==> config.mk <==
export PLATFORM = sky130hd
export DESIGN_NAME = hyperbus_trans_arb
export DESIGN_NICKNAME = d
export VERILOG_FILES = /design/src/rtl/hyperbus_trans_arb.sv
export SDC_FILE = /design/constraint.sdc
export NUM_CORES = 1
export LEC_CHECK = 0
export BUFFER_PORTS_ARGS = -buffer_cell sky130_fd_sc_hd__buf_2
export CAP_MARGIN = 15
export CORE_AREA = 5 5 42 44
export DETAILED_ROUTE_END_ITERATION = 10
export DIE_AREA = 0 0 47 49
export GPL_ROUTABILITY_DRIVEN = 0
export HOLD_SLACK_MARGIN = 0.12
export PLACE_DENSITY = 0.64
export SLEW_MARGIN = 15
export SYNTH_ARGS = -nofsm -noshare
export SYNTH_HDL_FRONTEND = slang
export SYNTH_SLANG_ARGS = --single-unit
==> constraint.sdc <==
create_clock -name clk_i -period 2.85 [get_ports clk_i]
set_clock_uncertainty 0.15 [all_clocks]
set_input_delay 0.4275 -clock clk_i [delete_from_list [all_inputs] [get_ports clk_i]]
set_output_delay 0.4275 -clock clk_i [all_outputs]
set_load 0.03 [all_outputs]
==> src/rtl/hyperbus_trans_arb.sv <==
// -----------------------------------------------------------------------------
// hyperbus_trans_arb
//
// Shares one HyperBus transfer channel (descriptor, RX data, B response)
// between NumReq requesters in the system clock domain. A round-robin arbiter
// grants one requester at a time. The grant is held until that transfer
// completes: the last RX beat for a read, or the B handshake for a write. RX
// and B traffic is steered back to the granted requester only.
//
// Optional feature (macro HYPERBUS_ARB_TIMEOUT_EN): a stall counter abandons a
// transfer after TimeoutCycles cycles without RX/B progress and pulses
// timeout_o for one cycle. Without the macro timeout_o is tied low and the
// wait states wait indefinitely.
//
// Ports:
//   clk_i, rst_ni                       system clock, async active-low reset
//   req_trans_i/req_write_i/req_valid_i per-requester descriptor request
//   req_ready_o                         per-requester accept (IDLE only)
//   trans_o/trans_valid_o/trans_ready_i granted descriptor toward the CDC
//   rx_i/rx_last_i/rx_valid_i/rx_ready_o   RX beats from the CDC
//   req_rx_o/req_rx_valid_o/req_rx_ready_i RX beats toward the owner
//   b_error_i/b_valid_i/b_ready_o          B response from the CDC
//   req_b_error_o/req_b_valid_o/req_b_ready_i B response toward the owner
//   owner_o                             current/last granted index
//   busy_o                              a transfer is in progress
//   timeout_o                           one-cycle pulse on abandoned transfer
// -----------------------------------------------------------------------------
module hyperbus_trans_arb #(
    parameter int  NumReq        = 2,
    parameter type trans_t       = logic,
    parameter type rx_t          = logic,
    parameter int  TimeoutCycles = 1024,
    parameter int  IdxW          = $clog2(NumReq)
) (
    input  logic              clk_i,
    input  logic              rst_ni,
    input  trans_t            req_trans_i [NumReq],
    input  logic [NumReq-1:0] req_write_i,
    input  logic [NumReq-1:0] req_valid_i,
    output logic [NumReq-1:0] req_ready_o,
    output trans_t            trans_o,
    output logic              trans_valid_o,
    input  logic              trans_ready_i,
    input  rx_t               rx_i,
    input  logic              rx_last_i,
    input  logic              rx_valid_i,
    output logic              rx_ready_o,
    output rx_t               req_rx_o,
    output logic [NumReq-1:0] req_rx_valid_o,
    input  logic [NumReq-1:0] req_rx_ready_i,
    input  logic              b_error_i,
    input  logic              b_valid_i,
    output logic              b_ready_o,
    output logic              req_b_error_o,
    output logic [NumReq-1:0] req_b_valid_o,
    input  logic [NumReq-1:0] req_b_ready_i,
    output logic [IdxW-1:0]   owner_o,
    output logic              busy_o,
    output logic              timeout_o
);

    // Elaboration-time parameter sanity checks.
    if (NumReq < 2) begin : g_chk_numreq
        $error("hyperbus_trans_arb: NumReq must be >= 2");
    end
    if (TimeoutCycles < 2) begin : g_chk_timeout
        $error("hyperbus_trans_arb: TimeoutCycles must be >= 2");
    end

    typedef enum logic [1:0] {
        IDLE    = 2'd0,
        ISSUE   = 2'd1,
        WAIT_RX = 2'd2,
        WAIT_B  = 2'd3
    } state_e;

    state_e          state_q, state_d;
    logic [IdxW-1:0] rr_ptr_q;
    logic [IdxW-1:0] owner_q;
    trans_t          trans_q;
    logic            write_q;

    logic            grant_found;
    logic [IdxW-1:0] grant_idx;
    logic [IdxW:0]   cand;
    logic            grant_fire;
    logic            rx_fire;
    logic            b_fire;

    // Round-robin pick: first valid requester at or after rr_ptr, modulo
    // NumReq. One extra bit on cand keeps the wrap correct for NumReq values
    // that are not a power of two.
    always_comb begin
        grant_found = 1'b0;
        grant_idx   = '0;
        cand        = '0;
        for (int k = 0; k < NumReq; k++) begin
            cand = {1'b0, rr_ptr_q} + (IdxW+1)'(k);
            if (cand >= (IdxW+1)'(NumReq)) begin
                cand = cand - (IdxW+1)'(NumReq);
            end
            if (!grant_found && req_valid_i[cand[IdxW-1:0]]) begin
                grant_found = 1'b1;
                grant_idx   = cand[IdxW-1:0];
            end
        end
    end

    assign grant_fire = (state_q == IDLE) && grant_found;
    assign rx_fire    = rx_valid_i && req_rx_ready_i[owner_q];
    assign b_fire     = b_valid_i && req_b_ready_i[owner_q];

`ifdef HYPERBUS_ARB_TIMEOUT_EN
    localparam int CntW = $clog2(TimeoutCycles);

    logic [CntW-1:0] cnt_q, cnt_d;
    logic            timeout_q, timeout_d;
`endif

    // Next-state and channel handshake outputs.
    always_comb begin
        state_d       = state_q;
        trans_valid_o = 1'b0;
        rx_ready_o    = 1'b0;
        b_ready_o     = 1'b0;
`ifdef HYPERBUS_ARB_TIMEOUT_EN
        // Counter is zero everywhere outside the wait states, which also
        // gives the clear-on-entry behaviour.
        cnt_d         = '0;
        timeout_d     = 1'b0;
`endif
        unique case (state_q)
            IDLE: begin
                if (grant_fire) begin
                    state_d = ISSUE;
                end
            end
            ISSUE: begin
                trans_valid_o = 1'b1;
                if (trans_ready_i) begin
                    state_d = write_q ? WAIT_B : WAIT_RX;
                end
            end
            WAIT_RX: begin
                rx_ready_o = req_rx_ready_i[owner_q];
                if (rx_fire) begin
                    if (rx_last_i) begin
                        state_d = IDLE;
                    end
                end
`ifdef HYPERBUS_ARB_TIMEOUT_EN
                else if (cnt_q == CntW'(TimeoutCycles - 1)) begin
                    state_d   = IDLE;
                    timeout_d = 1'b1;
                end else begin
                    cnt_d = cnt_q + CntW'(1);
                end
`endif
            end
            WAIT_B: begin
                b_ready_o = req_b_ready_i[owner_q];
                if (b_fire) begin
                    state_d = IDLE;
                end
`ifdef HYPERBUS_ARB_TIMEOUT_EN
                else if (cnt_q == CntW'(TimeoutCycles - 1)) begin
                    state_d   = IDLE;
                    timeout_d = 1'b1;
                end else begin
                    cnt_d = cnt_q + CntW'(1);
                end
`endif
            end
            default: begin
                state_d = IDLE;
            end
        endcase
    end

    always_ff @(posedge clk_i or negedge rst_ni) begin
        if (!rst_ni) begin
            state_q  <= IDLE;
            rr_ptr_q <= '0;
            owner_q  <= '0;
            trans_q  <= '0;
            write_q  <= 1'b0;
        end else begin
            state_q <= state_d;
            if (grant_fire) begin
                trans_q  <= req_trans_i[grant_idx];
                owner_q  <= grant_idx;
                write_q  <= req_write_i[grant_idx];
                rr_ptr_q <= (grant_idx == IdxW'(NumReq - 1)) ? '0
                                                             : grant_idx + IdxW'(1);
            end
        end
    end

`ifdef HYPERBUS_ARB_TIMEOUT_EN
    always_ff @(posedge clk_i or negedge rst_ni) begin
        if (!rst_ni) begin
            cnt_q     <= '0;
            timeout_q <= 1'b0;
        end else begin
            cnt_q     <= cnt_d;
            timeout_q <= timeout_d;
        end
    end

    assign timeout_o = timeout_q;
`else
    assign timeout_o = 1'b0;
`endif

    // Per-requester steering. req_ready_o is masked while reset is held so a
    // requester never sees an accept that the held-in-reset state discards.
    for (genvar gi = 0; gi < NumReq; gi++) begin : g_req
        assign req_ready_o[gi]    = rst_ni && grant_fire && (grant_idx == IdxW'(gi));
        assign req_rx_valid_o[gi] = (state_q == WAIT_RX) && rx_valid_i && (owner_q == IdxW'(gi));
        assign req_b_valid_o[gi]  = (state_q == WAIT_B) && b_valid_i && (owner_q == IdxW'(gi));
    end

    assign trans_o       = trans_q;
    assign owner_o       = owner_q;
    assign busy_o        = (state_q != IDLE);
    assign req_rx_o      = rx_i;
    assign req_b_error_o = b_error_i;

endmodule
==> reports/qor.txt, run 1 <==
Mapped Cells: 48
# DRC: 0
# rows: 14
RR Startpoint: state_q[0]$_DFFE_PN0P_
Syn Nets: 66
Post-DRT Antenna Nets: 0
FMAX: 477 MHz
fin cells: 90
Iteration-0 DRC Markers: 9
Synth Area in Compound Gates: 16.8%
max-slew violation count: 0
Worst R2R End: write_q$_DFFE_PN0P_
hold path cells: 2
H-tree depth: 1
post-synthesis mux area share: 4.88%
setup_tns: 0 ns
Final Power: 0.000587 W
CTS Root Cell: clkbuf_4
final wirelength: 1.07 mm
Pleak: 0.324 nW
RSZ-0062 raised after global routing: false
top_reg_cell synth: dfrtp_1
Synth Area in Adders: 0%
Unique masters post-synth: 26
register area share after synthesis: 36.6%
final core utilization: 40.4%
first-pass GRT wire length: 1.78 mm
P per Cell Area: 1040 mW/mm²
FF/Latch Area: 150 µm²
critical path type: reg2out
count of state elements after synthesis: 6
Net count, final: 94
DR vias: 423
Initial Util: 29.3%
area share of and/or/nand/nor cells after synthesis: 31.4%
Overflow after GRT: 0
GRT Util Overall: 10.7%
wire per inst: 11.8 µm
status: finished, final reports clean
WHS Endpoint: trans_o$_DFFE_PN0P_
Synth Cell Area: 410 µm²
area of the multi-input gates: 221 µm²
Final min period: 2.10 ns
Layout Area Growth over Synthesis: 38.1%
Max VDD drop: 0.000366 V
ANT cells: 0
Fillers: 162
hpwl dp: 886 µm
vias in the first global route: 428
Register-to-Register Path Depth: 3
Final Hold Viols: 0
largest family of logic cells by synthesized area: simple AND/OR/NAND/NOR gates
CP Max Fanout: 8
placed cell count: 86
CP Data Arrival Time: 1.52 ns
largest net degree at the start of global routing: 11
vias per cell: 4.70
critical path capture point type: primary output
hold slack: 0.267 ns
CTS tree: built
clock buffer depth: 2
Avg Cell Area, Syn: 8.55 µm²
warning count from the yosys run: 0
Final period util: 73.5%
number of buffers added on ports: 27
DRT Pass-1 Iters: 4
initial antenna violation count: 0
worst min-delay path startpoint: req_trans_i[0]
# setup viols final: 0
share of layout cells above drive strength 1: 43.2%
# Max-Cap Violations: 0
Setup Buffers After CTS: 0
Clk pin slew, worst setup/hold paths: 0.04 ns
reg2reg setup slack: 1.42 ns
clock latency on the worst-skew pair: 0.24 ns
Post-synth EDFFs: 0
I/O pin count: 33
worst path required time: 2.27 ns
CTS buffer count: 3
core area: 0.00140 mm²
Hold Path Class: in2reg
die height: 49 µm
Async SR Flop Fraction: 100%
CP Launch Type: register
die area: 0.00230 mm²
xor and xnor area share after synthesis: 0%
CTS sink cnt: 6
Die W: 47 µm
[power breakdown]
group / internal, W / switching (W)
registers: 0.000127 / 0.0000587
clock network: 0.0000476 / 0.0000305
logic: 0.000126 / 0.000196
total: 0.000301 / 0.000286
[final cells by class]
cell class	instances	area share (%)
multi-input cells	35	39.1
repair buffers	28	25.6
flip-flops and latches	6	26.5
inverters	2	1.32
clock buffers	3	3.97
well taps	16	3.53
[metal layers]
metal | share of wire, % | vias to the layer above | GRT usage (%)
li1 | - | 219 | -
met1 | 41 | 178 | 13.3
met2 | 46 | 23 | 14.5
met3 | 11 | 3 | 8.12
met4 | 0.94 | 0 | 2.76
met5 | 0 | - | 0
[synthesized netlist by cell type (all sizes together), types with 2 or more instances]
library cell / instances / area (µm²)
nand2: 3 / 11.3
nor2: 5 / 21.3
nor3: 2 / 10.0
nor2b: 3 / 18.8
dfrtp: 6 / 150
mux2i: 2 / 20.0
buf: 4 / 27.5
inv: 2 / 7.51
a221o: 2 / 20.0
and3: 6 / 42.5
[through the flow]
stage	area [µm²]	worst slack [ns]
after global placement	534	0.959
after floorplan	410	0.959
after global routing	567	0.608
after CTS	567	0.746
after detailed placement	534	0.931
final	567	0.754
[worst max-delay path by stage]
stage	start	to	slack (ns)	cells after the start
floorplan	owner_o$_DFFE_PN0P_	rx_ready_o	0.96	3
global placement	req_valid_i[1]	req_ready_o[0]	0.96	4
detailed placement	req_valid_i[1]	req_ready_o[0]	0.93	4
CTS	state_q[1]$_DFFE_PN0P_	req_ready_o[0]	0.75	3
global route	state_q[0]$_DFFE_PN0P_	req_ready_o[0]	0.61	3
finish	state_q[1]$_DFFE_PN0P_	req_ready_o[0]	0.75	3
[cell families after synthesis]
family / Yosys count
and+or+nand+nor: 23
AOI/OAI and AO/OA: 9
muxes: 2
buffers and inverters: 7
other: 1
DFF: 6
[flip-flops by register name, indices dropped and copies added (netlist names)]
register	flops
state_q	2
rr_ptr_q	1
owner_o	1
write_q	1
trans_o	1
[critical path: stages, from the launching register on]
cell,delay [ns]
dfrtp_1,0.45
a211oi_1,0.43
and3_1,0.21
buf_2,0.19
[repair_timing]
action | in CTS | in global routing
endpoints found under the hold margin | 6 | 0
hold buffers | 1 | 0
resized for setup | 0 | 0
[cell usage in the layout, fill, tap and decap left out]
cell type      synthesis  layout
dlygate4sd3_1          0       1
and3_1                 5       5
o22ai_1                1       1
a211oi_1               1       1
and3_4                 1       1
and2b_1                1       1
nand2b_1               1       1
nor2_2                 1       1
nand3_1                1       1
o32ai_1                1       1
a21oi_1                1       1
nand2_1                3       3
a22o_1                 1       1
a221o_1                2       2
inv_1                  2       2
and2_1                 1       1
buf_2                  1      27
conb_1                 1       1
nor3_1                 2       2
nor2b_1                3       3
dfrtp_1                6       6
mux2i_1                2       2
o21ai_0                1       1
nor2_1                 4       4
clkbuf_4               0       3
a21o_1                 1       1
Power figures use the tool's default switching activity.
==> inputs of run 2 (changes only) <==
Settings changed: ABC_AREA from default to 1, CORE_AREA 5 5 42 44 to default, CORE_MARGIN from default to 5, CORE_UTILIZATION from default to 35, DIE_AREA 0 0 47 49 to default, PLACE_DENSITY 0.64 to 0.7.
Clock period 2.85 ns to 1.7 ns, I/O delays scaled along.
==> run 2 against run 1 <==
Against the previous run: the flow now finishes with violations (setup timing); combinational power rose to 2.7 times the previous value; critical path depth up 3; synthesized cell count up 63%; sequential cell count unchanged; worst hold slack worse by 0.083 ns; sequential power up 64%; non-clock buffer count up 8; critical path type unchanged; critical endpoint unchanged; largest cell class unchanged; largest power group unchanged; highest routed layer unchanged.
==> reports/qor.txt, run 2 <==
status: finished, violations left
failing checks: setup timing
# setup viols final: 1 (+1)
clock buffer depth: 2 (unchanged)
GRT Util Overall: 14.2% (+3.5 points)
core area: 0.00130 mm² (-7.1%)
RSZ-0062 raised after global routing: true
max-slew violation count: 0 (unchanged)
most frequent cells in the layout: nand2_1, buf_2, inv_1
RR Startpoint: owner_o$_DFFE_PN0P_
placed cell areas: 631 µm² (+18%)
I/O pin count: 33 (unchanged)
CP max stage delay: 0.43 ns (-0.02 ns)
final instance area: 793 µm² (+40%)
CP Launch Point: state_q[0]$_DFFE_PN0P_
largest net degree at the start of global routing: 7 (-4)
Async SR Flop Fraction: 100% (unchanged)
DRT Pass-1 Iters: 4 (unchanged)
met2 wire len: 678 µm (+37%)
Iteration-0 DRC Markers: 10 (+1)
DR vias: 583 (+38%)
Overflow after GRT: 0 (unchanged)
Top delay family on crit path: flip-flops
hpwl dp: 1.04 mm (+17%)
Layout Area Growth over Synthesis: 63.0%
Post-DRT Antenna Nets: 0 (unchanged)
Largest Register: state_q
Final period util: 100%
cell mode on critical path: nor2_4
top sig layer: met4
worst path required time: 1.29 ns (-0.98 ns)
# Max-Cap Violations: 0 (unchanged)
worst setup margin: -0.00534 ns (-0.760 ns)
CTS sink cnt: 6 (unchanged)
critical path type: reg2out
Register-to-Register Path Depth: 8 (+5)
Final Hold Viols: 0 (unchanged)
CP Data Arrival Time: 1.30 ns (-0.22 ns)
Unique masters post-synth: 19 (-27%)
CTS Root Cell: clkbuf_4
final wirelength: 1.35 mm (+27%)
slowest stage cell, crit path: dfrtp_2
max reg flops: 2 (unchanged)
fin cells: 129 (+43%)
Clk pin slew, worst setup/hold paths: 0.05 ns (about the same)
Avg Cell Area, Syn: 6.24 µm² (-27%)
worst-path cell chain: nor2_4 > o21ai_4 > inv_2 > nand2_4 > nor2_4 > buf_6
first-pass GRT wire length: 2.21 mm (+24%)
cell taking the most area after synthesis: dfrtp_1
# rows: 13 (-1)
Max VDD drop: 0.000800 V (+120%)
top-area cell type share of the netlist area: 30.8% (-5.7 points)
Net count, final: 134 (+43%)
buffers and inverters on the worst path: 2 (+1)
commonest non-fill, non-tap cell in the layout: nand2_1
routed wl met3: 155 µm (+29%)
Post-synth EDFFs: 0 (unchanged)
CP Max Fanout: 4 (-4)
synth cell count leaders: nand2_1, inv_1, nor2_1, dfrtp_1, inv_2
share of layout cells above drive strength 1: 50.0% (+6.8 points)
count of state elements after synthesis: 6 (unchanged)
CP Launch Type: register
die height: 47.3 µm (-3.5%)
die area: 0.00224 mm² (-2.9%)
final core utilization: 61.0% (+21 points)
wire per inst: 10.5 µm (-11%)
Hold Path Class: in2reg
FMAX: 586 MHz
Die W: 47.3 µm (+0.62%)
Synth area leaders: dfrtp_1, nand2_1, inv_1, nor2_1, buf_4
Final min period: 1.71 ns
Synth Cell Area: 487 µm² (+19%)
ANT cells: 0 (unchanged)
reg2reg setup slack: 0.41 ns (-1.01 ns)
placed cell count: 117 (+36%)
CTS tree: built
top_reg_cell synth: dfrtp_1
# DRC: 0 (unchanged)
Worst path depth: 6 (+3)
Syn Nets: 96 (+45%)
critical path capture point type: primary output
Initial Util: 37.4% (+8.1 points)
Pleak: 0.462 nW (+43%)
Mapped Cells: 78 (+63%)
met1 wire length: 494 µm (+13%)
warning count from the yosys run: 0 (unchanged)
number of buffers added on ports: 27 (unchanged)
H-tree depth: 1 (unchanged)
CTS buffer count: 3 (unchanged)
vias in the first global route: 578 (+35%)
initial antenna violation count: 0 (unchanged)
vias per cell: 4.52 (-3.8%)
Worst R2R End: state_q[0]$_DFFE_PN0P_
worst setup path endpoint: req_ready_o[0]
P per Cell Area: 1640 mW/mm² (+58%)
most frequent cell after synthesis: nand2_1
clock latency on the worst-skew pair: 0.25 ns (about the same)
register area share after synthesis: 30.8% (-5.7 points)
-- run 2: layer usage --
| layer | GRT usage [%] | vias up |
|---|---|---|
| met1 | 15.4 | 249 |
| met4 | 8.29 | 0 |
| met3 | 2.68 | 2 |
| met2 | 25.4 | 29 |
| li1 | - | 303 |
| met5 | 0 | - |
-- run 2: final cells by class --
type / instances / area, µm²
fill: 119 / 508
multi-input combinational: 51 / 294
timing repair buffer: 36 / 238
sequential: 6 / 153
inverter: 18 / 67.6
clock buffer: 3 / 22.5
tap: 15 / 18.8
-- run 2: worst register-to-register path, delay by kind of cell, from the launching register on --
family,cells,cell delay (ns)
AND/OR/NAND/NOR,7,0.45
flip-flops,1,0.44
buffers and inverters,1,0.14
-- run 2: worst min path at each step --
stage                         startpoint              endpoint  slack (ns)  cells past startpoint
final                     req_valid_i[0]  rr_ptr_q$_DFFE_PN0P_        0.18                      4
after global routing      req_valid_i[0]  rr_ptr_q$_DFFE_PN0P_        0.20                      4
after CTS                 req_valid_i[0]  rr_ptr_q$_DFFE_PN0P_        0.19                      4
after detailed placement          rst_ni   trans_o$_DFFE_PN0P_       -0.05                      1
after global placement            rst_ni   trans_o$_DFFE_PN0P_       -0.06                      1
after floorplan                   rst_ni   owner_o$_DFFE_PN0P_       -0.19                      0
-- run 2: per-stage QoR --
step / setup slack, ns / power [W] / setup TNS [ns] / hold slack, ns
2_1_floorplan: 0.0498 / 0.000845 / 0 / -0.191
3_3_place_gp: 0.177 / 0.00101 / 0 / -0.0553
3_5_place_dp: 0.151 / 0.00102 / 0 / -0.0523
4_1_cts: -0.0348 / 0.00121 / -0.0659 / 0.187
5_1_grt: -0.0825 / 0.00142 / -0.289 / 0.201
6_report: -0.00534 / 0.00130 / -0.00534 / 0.184
-- run 2: repair_timing --
| item | CTS | global route |
|---|---|---|
| pin swaps | 0 | 3 |
| gates cloned | 0 | 0 |
| gates resized for setup | 7 | 14 |
| hold buffers | 5 | 0 |
| endpoints found under the setup margin | 4 | 7 |
| setup buffers | 1 | 3 |
| hold endpoints to repair | 8 | 0 |
-- run 2: power breakdown --
| group | total (W) | switching [W] | internal, W |
|---|---|---|---|
| Combinational | 0.000863 | 0.000542 | 0.000322 |
| Clock | 0.000134 | 0.0000540 | 0.0000800 |
| Sequential | 0.000305 | 0.0000825 | 0.000222 |
-- run 2: cells by family (layout without fill, tap and decap cells) --
logic type	Yosys count	after routing	synth area share, %
flops	6	6	30.8
simple gates	45	45	41.1
other cells	1	1	0.770
compound gates	5	5	8.74
buf+inv	21	57	18.5
